[src/rtl/stream_serializer.sv]
// Stream serializer: takes a multi-lane packet with a per-lane valid mask and
// emits its set lanes one at a time, lowest lane first, over a valid/ready
// handshake. The next packet may load in the same cycle the last lane leaves.
module stream_serializer #(
    parameter type T     = logic [31:0],
    parameter int  LANES = 4
) (
    input  logic                       clk,
    input  logic                       reset_n,
    input  logic                       flush,
    input  logic                       in_valid,
    input  logic [LANES-1:0]           in_mask,
    input  T     [LANES-1:0]           in_data,
    output logic                       in_ready,
    output logic                       out_valid,
    output T                           out_data,
    output logic [$clog2(LANES)-1:0]   out_lane,
    output logic                       out_last,
    input  logic                       out_ready
);

    localparam int LANE_W = $clog2(LANES);

    typedef enum logic {
        IDLE = 1'b0,
        SEND = 1'b1
    } state_t;

    state_t             state_q;
    state_t             state_d;
    logic [LANES-1:0]   remaining_q;
    logic [LANES-1:0]   remaining_d;
    T     [LANES-1:0]   data_q;
    T     [LANES-1:0]   data_d;
    logic               accept;
    logic               transfer;

    // Packet registers; the state always mirrors whether any lanes remain.
    always_ff @(posedge clk or negedge reset_n) begin
        if (!reset_n) begin
            state_q     <= IDLE;
            remaining_q <= '0;
            data_q      <= '0;
        end else begin
            state_q     <= state_d;
            remaining_q <= remaining_d;
            data_q      <= data_d;
        end
    end

    // Lane selection, handshakes and next packet state; flush beats everything.
    always_comb begin
        out_valid   = (state_q == SEND);
        out_lane    = '0;
        for (int i = LANES - 1; i >= 0; i--) begin
            if (remaining_q[i]) begin
                out_lane = LANE_W'(i);
            end
        end
        out_data    = data_q[out_lane];
        out_last    = (remaining_q != '0) &&
                      ((remaining_q & (remaining_q - LANES'(1))) == '0);

        in_ready    = !flush && ((state_q == IDLE) ||
                                 ((state_q == SEND) && out_ready && out_last));
        accept      = in_valid && in_ready;
        transfer    = out_valid && out_ready;

        remaining_d = remaining_q;
        data_d      = data_q;
        if (flush) begin
            remaining_d = '0;
        end else if (accept) begin
            remaining_d = in_mask;
            data_d      = in_data;
        end else if (transfer) begin
            remaining_d = remaining_q & ~(LANES'(1) << out_lane);
        end

        state_d     = (remaining_d != '0) ? SEND : IDLE;
    end

endmodule

[config.mk]
export PLATFORM = sky130hd
export DESIGN_NAME = stream_serializer
export DESIGN_NICKNAME = d
export VERILOG_FILES = /design/src/rtl/stream_serializer.sv
export SDC_FILE = /design/constraint.sdc
export NUM_CORES = 1
export LEC_CHECK = 0
export BUFFER_PORTS_ARGS = -buffer_cell sky130_fd_sc_hd__clkbuf_2
export CORE_MARGIN = 2
export CORE_UTILIZATION = 36
export DETAILED_ROUTE_END_ITERATION = 10
export REMOVE_ABC_BUFFERS = 1
export SLEW_MARGIN = 25
export SYNTH_ARGS = -nofsm -noshare
export SYNTH_HDL_FRONTEND = slang
export SYNTH_SLANG_ARGS = --single-unit
[constraint.sdc]
create_clock -name clk -period 6.4 [get_ports clk]
set_input_delay 0 -clock clk [delete_from_list [all_inputs] [get_ports clk]]
set_output_delay 0 -clock clk [all_outputs]
set_load 0.02 [all_outputs]
Word level (Yosys, flattened, before mapping)
Index checks and enable logic that the tools add are counted.
{ "word_totals": {"word_cells": 35, "output_inout_bits": 37, "ff_bits": 133, "input_bits": 137} }
{ "classes": {"order_cmp": 1, "n_shift": 1, "add_sub_neg": 1, "n_reduce_logical": 11, "n_mux": 10, "bitwise": 5} }
{ "ops": {"columns": ["op", "count"], "rows": [
  ["$bmux W32 S2", 1],
  ["$mux W32", 1],
  ["$mux W4", 3],
  ["$and A4 B4 Y4", 2],
  ["$mux W2", 4],
  ["$reduce_bool A4 Y1", 2],
  ["$logic_and A1 B1 Y1", 5],
  ["$logic_not A4 Y1", 1],
  ["$not A4 Y4", 1],
  ["$shl A1 B2 Y4 const A", 1],
  ["$sub A4 B1 Y4 const B", 1],
  ["$lt A2 B3 Y1 const B", 1],
  ["$not A1 Y1", 2],
  ["$reduce_and A2 Y1", 1],
  ["$logic_not A1 Y1", 1],
  ["$logic_or A1 B1 Y1", 1],
  ["$mux W1", 1]
]} }

Logic depth before layout (Yosys ltp)
{ "depth": {"ltp_word": 12, "depth_mapped": 8, "depth_no_buf": 5} }

Least setup slack after synthesis
Ideal clock, no wire load.
{ "synth_timing": {"kind": "reg-to-reg", "startpoint": "reg remaining_q[1]", "endpoint": "reg data_q[103] (netlist name)", "stages_incl_launch_ff": 9, "path_buffers": 3, "path_slack_ps": 4233, "arrival_time_ps": 2043, "synth_period_minus_slack_ps": 2167, "cell_sequence": "dfrtp_1 buf_6 or4b_1 o31ai_1 o21a_1 o211a_4 buf_12 buf_12 mux2_2"} }
{ "synth_between": {"elab_chain_len": 9, "elab_cells_between_ends": 10} }
{ "synth_lines": {"columns": ["item", "line_no", "rtl"], "rows": [
  ["start: declaration", "31", "logic [LANES-1:0] remaining_q;"],
  ["start signal: assignment", "46", "remaining_q <= remaining_d;"],
  ["$sub A4 B1 Y4", "62", "((remaining_q & (remaining_q - LANES'(1))) == '0);"],
  ["$and A4 B4 Y4", "62", null],
  ["$logic_not A4 Y1", "62", null],
  ["$logic_and A1 B1 Y1 *", "61", "out_last = (remaining_q != '0) &&"],
  ["$logic_and A1 B1 Y1 *", "65", "((state_q == SEND) && out_ready && out_last));"],
  ["$logic_or A1 B1 Y1 *", "64", "in_ready = !flush && ((state_q == IDLE) ||"],
  ["$logic_and A1 B1 Y1 *", "64", null],
  ["$logic_and A1 B1 Y1 *", "66", "accept = in_valid && in_ready;"],
  ["$reduce_and A2 Y1 (no line) *", null, null],
  ["end signal: assignment", "47", "data_q <= data_d;"],
  ["end: declaration", "33", "T [LANES-1:0] data_q;"]
]} }
Every way passes the cells marked *; elsewhere a longest branch is shown, timed or not.
A chain may end at the register's enable or synchronous reset.

Worst setup path after layout
{ "layout_timing": {"startpoint": "reg remaining_q[0]", "endpoint": "reg data_q[87] (netlist name)"} }
Same word-level chain as after synthesis.

==> results_dict.tcl <==
set metrics [dict create \
    layout_commonest_cell "clkbuf_2" \
    max_freq_ghz 0.310 \
    vdd_drop_max_uv 243 \
    final_cell_mix "clkbuf_2 (172), dlygate4sd3_1 (135), dfrtp_1 (133), mux2_2 (80), mux4_2 (32)" \
    grt_pass1_wl_um 23700 \
    gr-total-overflow 0 \
    p_sw_share_pct 28.8 \
    coreArea_um2 16600 \
    antenna_found_initial 0 \
    setup_violations 0 \
    initial_core_util_pct 36.9 \
    power.internal_w 0.00209 \
    p_seq_share_pct 40.5 \
    synth_top_area_share_pct 54.3 \
    h-tree-depth 4 \
    cts_setup_buffers 0 \
    cts-root-buf "clkbuf_16" \
    slew_headroom_pct 43.9 \
    p_comb_share_pct 29.2 \
    worst_pin_slew_ns 0.840 \
    drt_pre_antenna_iters 4 \
    syn-cell-area_um2 6130 \
    critical_path.max_fanout 56 \
    diodes 0 \
    postLayoutCellArea_um2 8920 \
    finalHoldViolations 0 \
    dieArea_um2 18100 \
    cts_max_path_buffers 2 \
    period_needed_ns 3.23 \
    cap_viol_max_count 0 \
    p_switching_w 0.000847 \
    detailedPlacementHpwl_um 9040 \
    critPathMaxStageDelay_ns 0.72 \
    cpMaxStageDelayCell "buf_4" \
    final_layout_size_suffix_gt1_share_pct 50.5 \
    worst_setup_path_start_kind "flop" \
    viasPerCell 4.72 \
    finalSetupTns_ns 0 \
    clkTransAtPathRegs_ns 0.06 \
    routed_wl_um 14300 \
    grt_max_degree 86 \
    fillers 1402 \
    syn_avg_cell_area_um2 17.3 \
    die_h_um 134 \
    portBuffers 173 \
    cts_sinks 133 \
    synth_cell_type_count 32 \
    synth-seq-cells 133 \
    yosysTopAreaCell "dfrtp_1" \
    dpl_cell_area_um2 7040 \
    yosys_warnings 0 \
    grt_pass1_vias 4772 \
    dr.first_iter.drc_count 192 \
    worstPathRequired_ns 6.69 \
    power_density_nw_per_um2 329 \
    rows 47 \
    dr_total_vias 4230 \
    min_path_type "in -> async" \
    grt_usage_pct 16.9 \
    io_pins 174 \
    cp-end-kind "flop" \
    gp_congestion 0.828 \
    fin_crit_sh_pct 50.4 \
    status "finished, final reports clean" \
    leakage_nw 3.99 \
    cts_tree "done" \
    nets 802 \
    power_frac_clock_pct 30.3 \
    worst-setup-path-type "reg -> reg" \
    drc_errors 0 \
    numCtsBuffers 17 \
    ant_nets 0 \
    fin_util_pct 53.8 \
    post_drt_wl_per_cell_um 16.0 \
    crit_path_cell_trace "or4b_1 > o31ai_1 > o21a_1 > o211a_4 > buf_4 > mux2_2" \
    die_w_um 134 \
    area_growth_pct 45.6 \
    syn_inst 355 \
    synth_area_leaders "dfrtp_1 (54%), mux2_2 (15%), mux4_2 (12%)" \
    timing.final.max_slew_violations 0 \
    yosysSeqAreaShare_pct 54.3 \
    crit_arrival_ns 3.52 \
    rsz0062_at_grt "no" \
    fin_worst_skew_ns 0.00950 \
    insertion_delay_ns 0.41 \
]
synthesized netlist by cell type, drive strengths merged:
| cell | number |
|---|---|
| a21boi | 1 |
| a21o | 1 |
| a21oi | 4 |
| a41o | 1 |
| buf | 19 |
| clkbuf | 4 |
| clkinv | 1 |
| dfrtp | 133 |
| inv | 2 |
| mux2 | 128 |
| mux2i | 4 |
| mux4 | 32 |
| nand2 | 6 |
| nor2 | 3 |
| nor3 | 1 |
| nor4 | 1 |
| nor4b | 1 |
| o2111a | 1 |
| o211a | 1 |
| o211ai | 1 |
| o21a | 1 |
| o21ai | 2 |
| o311ai | 1 |
| o31ai | 2 |
| o41ai | 1 |
| or2 | 1 |
| or4b | 1 |
| xnor2 | 1 |
logic make-up (layout without fill, tap and decap cells):
kind of cell | count (synthesis) | count (layout) | synth area share [%]
muxes | 164 | 164 | 37.2
DFF | 133 | 133 | 54.3
buffers and inverters | 26 | 348 | 5.08
AOI/OAI and AO/OA | 17 | 17 | 2.14
and+or+nand+nor | 14 | 14 | 1.14
xor gates and xnor gates | 1 | 1 | 0.143
worst paths after layout:
check	end	startpoint	slack [ns]	depth (start not counted)
worst min register to register	data_q[55]$_DFFE_PN0P_	data_q[55]$_DFFE_PN0P_	0.48	1
worst max-delay path	data_q[87]$_DFFE_PN0P_	remaining_q[0]$_DFF_PN0_	3.17	6
min in group clk	out_valid$_DFF_PN0_	flush	0.08	4
worst max register to register	data_q[87]$_DFFE_PN0P_	remaining_q[0]$_DFF_PN0_	3.17	6
worst min-delay path	data_q[123]$_DFFE_PN0P_	reset_n	0.08	2
max in group asynchronous	data_q[0]$_DFFE_PN0P_	reset_n	5.15	3
sequential cells by signal, summed over array words and instances (netlist names):
| name | cells |
|---|---|
| remaining_q | 4 |
| data_q | 128 |
| out_valid | 1 |
timing repair:
item / in CTS / in global routing
hold buffers: 135 / 0
endpoints found under the hold margin: 181 / 0
resized for setup: 0 / 0
layout make-up:
type                            count  area [µm²]  area share (%)
Clock inverter                      9        81.3           0.912
Inverter                            3        11.3           0.126
Clock buffer                       22         454            5.09
Sequential cell                   133        3330            37.3
Tap cell                          220         275            3.09
Timing Repair Buffer              314        2270            25.5
Multi-Input combinational cell    196        2500            28.0
routing by layer:
layer  vias up  wire, µm  part of all wire [%]  track usage, %
met1      2132      5890                    41            20.0
li1       1955         -                     -               -
met5         -         0                     0               0
met2       127      7420                    52            29.3
met3        16       820                   5.7            5.26
met4         0       187                   1.3            5.38
worst max-delay path, delay by kind of cell (launching register included):
family | cells | cell delay, ns
AO/OA/AOI/OAI | 3 | 0.89
buffers and inverters | 1 | 0.72
flip-flops | 1 | 0.52
multiplexers | 1 | 0.41
AND/OR/NAND/NOR | 1 | 0.51
power groups by stage:
stage	Combinational [W]	Clock (W)	Sequential [W]
5_1_grt	0.000922	0.000963	0.00122
3_5_place_dp	0.000798	0	0.00120
6_report	0.000857	0.000892	0.00119
2_1_floorplan	0.000580	0	0.00116
3_3_place_gp	0.000779	0	0.00119
4_1_cts	0.000866	0.000921	0.00119
metrics by stage:
step           setup WS (ns)  hold WS [ns]  power [W]  std cells
3_3_place_gp            3.26       -0.0480    0.00196        731
5_1_grt                 2.97        0.0629    0.00311        897
3_5_place_dp            3.16       -0.0286    0.00200        731
2_1_floorplan           2.51        -0.296    0.00174        332
6_report                3.17        0.0780    0.00294        897
4_1_cts                 3.15        0.0265    0.00298        897
No activity file was read; power rests on OpenSTA's default activity.
